==> src/rtl/write_master_slave.sv <==
// write_master_slave: AXI3-style write path. A write master turns a user write
// request into one AW transfer, WLEN+1 W beats and one B response; a write
// slave accepts those channels and presents each beat to a simple memory-write
// backend as data plus byte address. Key channel handshakes are exported.
module write_master_slave (
    input  logic        ACLK,
    input  logic        ARESETn,      // active-high synchronous reset despite the name
    input  logic        devclock,     // unused; all logic runs on ACLK
    input  logic        memoryWrite,
    input  logic [31:0] Datain,
    input  logic [31:0] WADDR,
    input  logic [3:0]  ID,
    input  logic [3:0]  WLEN,
    input  logic [2:0]  WSIZE,
    input  logic [1:0]  WBURST,
    input  logic [1:0]  WLOCK,
    input  logic [3:0]  WCACHE,
    input  logic [2:0]  WPROT,
    output logic [1:0]  response,
    input  logic        finishwrite,
    output logic [31:0] Dataout,
    output logic [31:0] addressout,
    output logic        writeavail,
    output logic        AWVALID,
    output logic        AWREADY,
    output logic        WVALID,
    output logic        WREADY,
    output logic        WLAST,
    output logic        BVALID,
    output logic        BREADY
);

    localparam logic [1:0] BURST_FIXED = 2'b00;
    localparam logic [1:0] BURST_INCR  = 2'b01;
    localparam logic [1:0] BURST_WRAP  = 2'b10;
    localparam logic [1:0] RESP_OKAY   = 2'b00;
    localparam logic [1:0] RESP_SLVERR = 2'b10;

    typedef enum logic [1:0] {M_IDLE, M_ADDR, M_DATA, M_RESP} m_state_t;
    typedef enum logic [1:0] {S_IDLE, S_DATA, S_RESP} s_state_t;

    // ------------------------------------------------------------------
    // Internal AW/W/B channels between master and slave
    // ------------------------------------------------------------------
    logic        awvalid, awready;
    logic [31:0] awaddr;
    logic [3:0]  awid, awlen, awcache;
    logic [2:0]  awsize, awprot;
    logic [1:0]  awburst, awlock;
    logic        wvalid, wready, wlast;
    logic [31:0] wdata;
    logic [3:0]  wid, wstrb;
    logic        bvalid, bready;
    logic [3:0]  bid;
    logic [1:0]  bresp;

    // ------------------------------------------------------------------
    // Master
    // ------------------------------------------------------------------
    m_state_t m_state, m_next;
    logic     mw_q;
    logic     mw_rise;
    logic [3:0] m_cnt;

    assign mw_rise = memoryWrite & ~mw_q;
    assign wdata   = Datain;
    assign wid     = awid;
    assign wstrb   = 4'hF;

    // Master next-state and channel outputs
    // NOTE: every output gets a default before the case so no latch is inferred.
    always_comb begin
        m_next  = m_state;
        awvalid = 1'b0;
        wvalid  = 1'b0;
        wlast   = 1'b0;
        bready  = 1'b0;
        case (m_state)
            M_IDLE: if (mw_rise) m_next = M_ADDR;
            M_ADDR: begin
                awvalid = 1'b1;
                if (awready) m_next = M_DATA;
            end
            M_DATA: begin
                wvalid = 1'b1;
                wlast  = (m_cnt == awlen);
                if (wready && wlast) m_next = M_RESP;
            end
            M_RESP: begin
                bready = 1'b1;
                if (bvalid) m_next = M_IDLE;
            end
            default: m_next = M_IDLE;
        endcase
    end

    // Master state, request latch, beat counter and response capture
    // NOTE: sequential state uses non-blocking assignments so every register
    // samples the pre-edge values regardless of statement order.
    always_ff @(posedge ACLK) begin
        if (ARESETn) begin
            m_state  <= M_IDLE;
            mw_q     <= 1'b0;
            m_cnt    <= 4'd0;
            awaddr   <= 32'd0;
            awid     <= 4'd0;
            awlen    <= 4'd0;
            awsize   <= 3'd0;
            awburst  <= 2'd0;
            awlock   <= 2'd0;
            awcache  <= 4'd0;
            awprot   <= 3'd0;
            response <= RESP_OKAY;
        end else begin
            m_state <= m_next;
            mw_q    <= memoryWrite;
            if (m_state == M_IDLE && mw_rise) begin
                awaddr  <= WADDR;
                awid    <= ID;
                awlen   <= WLEN;
                awsize  <= WSIZE;
                awburst <= WBURST;
                awlock  <= WLOCK;
                awcache <= WCACHE;
                awprot  <= WPROT;
                m_cnt   <= 4'd0;
            end
            if (wvalid && wready) m_cnt <= m_cnt + 4'd1;
            if (bvalid && bready) response <= bresp;
        end
    end

    // ------------------------------------------------------------------
    // Slave
    // ------------------------------------------------------------------
    s_state_t    s_state, s_next;
    logic [3:0]  s_id, s_len, s_cnt;
    logic [2:0]  s_size;
    logic [1:0]  s_burst;
    logic [31:0] s_addr;
    logic        s_err;
    logic [31:0] s_step, wrap_mask, incr_addr, next_addr;
    logic        last_beat, beat_err;

    // AWREADY is held low while reset is asserted so no address is accepted then
    assign awready   = (s_state == S_IDLE) && !ARESETn;
    assign wready    = (s_state == S_DATA) && finishwrite;
    assign bvalid    = (s_state == S_RESP);
    assign bid       = s_id;
    assign bresp     = s_err ? RESP_SLVERR : RESP_OKAY;
    assign last_beat = (s_cnt == s_len);
    assign beat_err  = (wid != s_id) || (wlast != last_beat);

    // Slave next-state
    always_comb begin
        s_next = s_state;
        case (s_state)
            S_IDLE: if (awvalid) s_next = S_DATA;
            S_DATA: if (wvalid && wready && last_beat) s_next = S_RESP;
            S_RESP: if (bready) s_next = S_IDLE;
            default: s_next = S_IDLE;
        endcase
    end

    // Address of the beat after the current one; the wrap window is
    // (len+1)*step bytes aligned to its own size
    always_comb begin
        s_step    = 32'd1 << s_size;
        wrap_mask = (({28'd0, s_len} + 32'd1) << s_size) - 32'd1;
        incr_addr = s_addr + s_step;
        case (s_burst)
            BURST_FIXED: next_addr = s_addr;
            BURST_INCR:  next_addr = incr_addr;
            BURST_WRAP:  next_addr = (s_addr & ~wrap_mask) | (incr_addr & wrap_mask);
            default:     next_addr = incr_addr;   // reserved encoding behaves as INCR
        endcase
    end

    // Slave state, address latch, beat tracking and backend outputs
    always_ff @(posedge ACLK) begin
        if (ARESETn) begin
            s_state    <= S_IDLE;
            s_id       <= 4'd0;
            s_len      <= 4'd0;
            s_size     <= 3'd0;
            s_burst    <= 2'd0;
            s_cnt      <= 4'd0;
            s_addr     <= 32'd0;
            s_err      <= 1'b0;
            Dataout    <= 32'd0;
            addressout <= 32'd0;
            writeavail <= 1'b0;
        end else begin
            s_state    <= s_next;
            writeavail <= 1'b0;
            if (awvalid && awready) begin
                s_id    <= awid;
                s_len   <= awlen;
                s_size  <= awsize;
                s_burst <= awburst;
                s_addr  <= awaddr;
                s_cnt   <= 4'd0;
                s_err   <= 1'b0;
            end
            if (wvalid && wready) begin
                Dataout    <= wdata;
                addressout <= s_addr;
                writeavail <= 1'b1;
                s_addr     <= next_addr;
                s_cnt      <= s_cnt + 4'd1;
                if (beat_err) s_err <= 1'b1;
            end
        end
    end

    // Channel monitors
    assign AWVALID = awvalid;
    assign AWREADY = awready;
    assign WVALID  = wvalid;
    assign WREADY  = wready;
    assign WLAST   = wlast;
    assign BVALID  = bvalid;
    assign BREADY  = bready;

    // Fields carried on the channels that the memory backend has no use for
    logic unused_ok;
    assign unused_ok = ^{devclock, awlock, awcache, awprot, wstrb, bid};

endmodule

==> config.mk <==
export PLATFORM = sky130hd
export DESIGN_NAME = write_master_slave
export DESIGN_NICKNAME = d
export VERILOG_FILES = /design/src/rtl/write_master_slave.sv
export SDC_FILE = /design/constraint.sdc
export NUM_CORES = 1
export LEC_CHECK = 0
export CAP_MARGIN = 30
export CORE_ASPECT_RATIO = 1.75
export CORE_UTILIZATION = 35
export CTS_BUF_LIST = sky130_fd_sc_hd__clkbuf_4 sky130_fd_sc_hd__clkbuf_8
export DETAILED_ROUTE_END_ITERATION = 10
export PLACE_DENSITY = 0.63
export SLEW_MARGIN = 10
export SYNTH_ARGS = -nofsm -noshare
export SYNTH_HDL_FRONTEND = slang
export SYNTH_SLANG_ARGS = --single-unit
==> constraint.sdc <==
create_clock -name ACLK -period 4.15 [get_ports ACLK]
set_input_delay 1.0375 -clock ACLK [delete_from_list [all_inputs] [get_ports ACLK]]
set_output_delay 1.0375 -clock ACLK [all_outputs]
set_load 0.05 [all_outputs]
==> impl_results.md <==
- Status: complete, no violations
- Peak VDD IR: 0.000283 V
- Fin. max-slew vios: 0
- Async S/R FF share, synth: 0%
- H-tree depth: 4
- Setup bufs post-CTS: 0
- Num CTS Buffers: 17
- RSZ-0062 raised after global routing: no
- Die Width: 118 um
- Number of synthesized flops with an enable pin: 0
- Critical path's largest stage delay: 530 ps
- Sinks on Clock Net: 170
- Resized cells post-CTS: 0
- Most common cell after layout, fill and taps aside: nand2_1
- Syn Nets: 1198
- Rows: 74
- CTS tree: built
- Hold Fails Final Rpt: 0
- Starting Density: 35.6%
- DR vias/cell: 5.25
- Antenna Cells: 0
- First-pass GRT wire length: 39900 um
- IO Port Bufs: 153
- PD cells: 419 nW/um^2
- Final period util: 85.6%
- Worst-margin pin slew: 788 ps
- CTS Buffer Depth: 2
- Number of global-route vias before repair: 7918
- Unique masters post-synth: 74
- Syn Inst Count: 1089
- Slowest CP cell: dfxtp_1
- Cts hold-fix bufs: 0
- Most used DFF post-synth: dfxtp_1
- Top cells by area, synth: dfxtp_1 (41%), nand2_1 (14%), a21oi_1 (9.4%)
- Routed Antenna Nets: 0
- Synth area leader: dfxtp_1
- Clock slew at reported path FFs: 90 ps
- Worst Path Required: 4530 ps
- Share of cells above drive strength 1: 6.39%
- Slew headroom: 47.5%
- Critical Path End Type: register
- Largest net degree at the start of global routing: 90
- Dpl hpwl: 17400 um
- Hold Slack: 455 ps
- Setup-failing EPs final: 0
- Clk Latency, worst-skew pair: 490 ps
- Avg WL per Cell: 16.2 um
- Tmin final: 3550 ps
- Drt pass-1 iters: 6
- Core area: 23200 um^2
- Crit start category: register
- DRC: 0
- Post-Route Setup TNS: 0 ps
- Gr ovfl total: 0
- Crit-path cells: inv_2 > nand2_1 > inv_1 > ha_1 > inv_1 > fa_1 > nor2b_1 > o21a_1 > o21ai_0 > a211oi_1 > a31oi_1 > a311oi_1 > mux2i_1 > o311a_1
- CP dominant cell by count: inv_1
- Nets: 1316
- WP data arrival: 3930 ps
- GR Util All Layers: 20.7%
- P_leak: 3.69 nW
- Final wirelength: 24700 um
- Number of max-cap violations: 0
- Mapped Area: 8270 um^2
- Initial antenna violation count: 0
- Most frequent cells in the layout: nand2_1 (305), dfxtp_1 (170), a21oi_1 (155)
- Sequential-to-total area share from yosys stat: 41.2%
- Fmax: 0.281 GHz
- Min-delay worst type: reg -> reg
- Die ar.: 24300 um^2
- Die height: 205 um
- RePlAce Congestion: 0.917
- Synthesized flop and latch total: 170
- Iter 0 DRT Violations: 365
- CP Max Fanout: 21
- Root Buffer: clkbuf_8
- Top cell type's share of synthesized area: 41.2%
- Post-Route Skew: 16.5 ps
- Via count: 7997
- Critical path class: reg -> reg
- Mapped Avg Cell Area: 7.59 um^2
- Area Growth Syn to Fin: 27.6%
- Ys Warns: 0
- Boundary Pins: 165
==> stage by stage <==
stage                     std cells  utilization [%]  setup WS (ps)  power [W]  cell area [um^2]
after detailed placement       1491             43.2            627    0.00305             10000
after global placement         1491             43.2            658    0.00303             10000
after global routing           1524             45.4            260    0.00465             10600
final                          1524             45.4            597    0.00442             10600
after floorplan                1089                -            304    0.00265              8270
after CTS                      1523             45.3            596    0.00446             10500
==> cell type report <==
cell class	instances	area [um^2]
fillers	2320	12700
multi-input cells	823	4490
clock inverters	10	186
repair buffers	176	1730
well taps	304	380
flip-flops and latches	170	3400
clock buffers	22	290
inverters	19	71.3
==> critical path: cells and delay by family (launching register included) <==
family | cells | cell delay, ps
AO/OA/AOI/OAI | 6 | 1500
adder cells (fa/ha/maj) | 2 | 580
flip-flops | 1 | 530
buffers and inverters | 3 | 450
AND/OR/NAND/NOR | 2 | 280
multiplexers | 1 | 110
==> power by group <==
group | leakage (nW) | total (W) | internal, W | switching, W
clock | 0.245 | 0.00140 | 0.000781 | 0.000623
sequential | 1.38 | 0.00191 | 0.00177 | 0.000141
combinational | 2.07 | 0.00110 | 0.000423 | 0.000674
total | 3.69 | 0.00442 | 0.00298 | 0.00144
==> worst paths after layout <==
kind	from	endpoint	slack [ps]	cells past startpoint
worst min-delay path	Dataout[21]$_SDFFE_PP0P_	Dataout[21]$_SDFFE_PP0P_	460	2
worst min register to register	Dataout[21]$_SDFFE_PP0P_	Dataout[21]$_SDFFE_PP0P_	460	2
worst max register to register	s_size[0]$_SDFFE_PP0P_	register	600	14
worst max-delay path	s_size[0]$_SDFFE_PP0P_	register	600	14
==> logic make-up (layout without fill, tap and decap cells) <==
kind of cell    count (synthesis)  count (layout)  share of synthesized area (%)
xor+xnor                       28              28                           3.06
compound gates                314             314                           23.0
mux                             7               7                          0.999
buf+inv                        96             227                           4.75
simple gates                  455             455                           24.1
other cells                     1               1                         0.0454
flops                         170             170                           41.2
fa+ha+maj                      18              18                           2.81
==> cells in the mapped netlist (16+ instances only) <==
library cell and n:
nand3_1 19, a21oi_1 155, nor2_1 49, o21ai_0 46, a211oi_1 16, xor2_1 16, nand2_1 306, clkbuf_1 49
buf_1 19, dfxtp_1 170, ha_1 17
==> metal layers <==
| metal | track usage, % | part of all wire, % | vias up |
|---|---|---|---|
| met5 | 0 | 0 | - |
| met4 | 10.2 | 3.4 | 0 |
| met3 | 4.10 | 3.8 | 48 |
| met2 | 39.4 | 54 | 169 |
| met1 | 21.5 | 39 | 3767 |
| li1 | - | - | 4013 |
No activity file was read; power rests on OpenSTA's default activity.
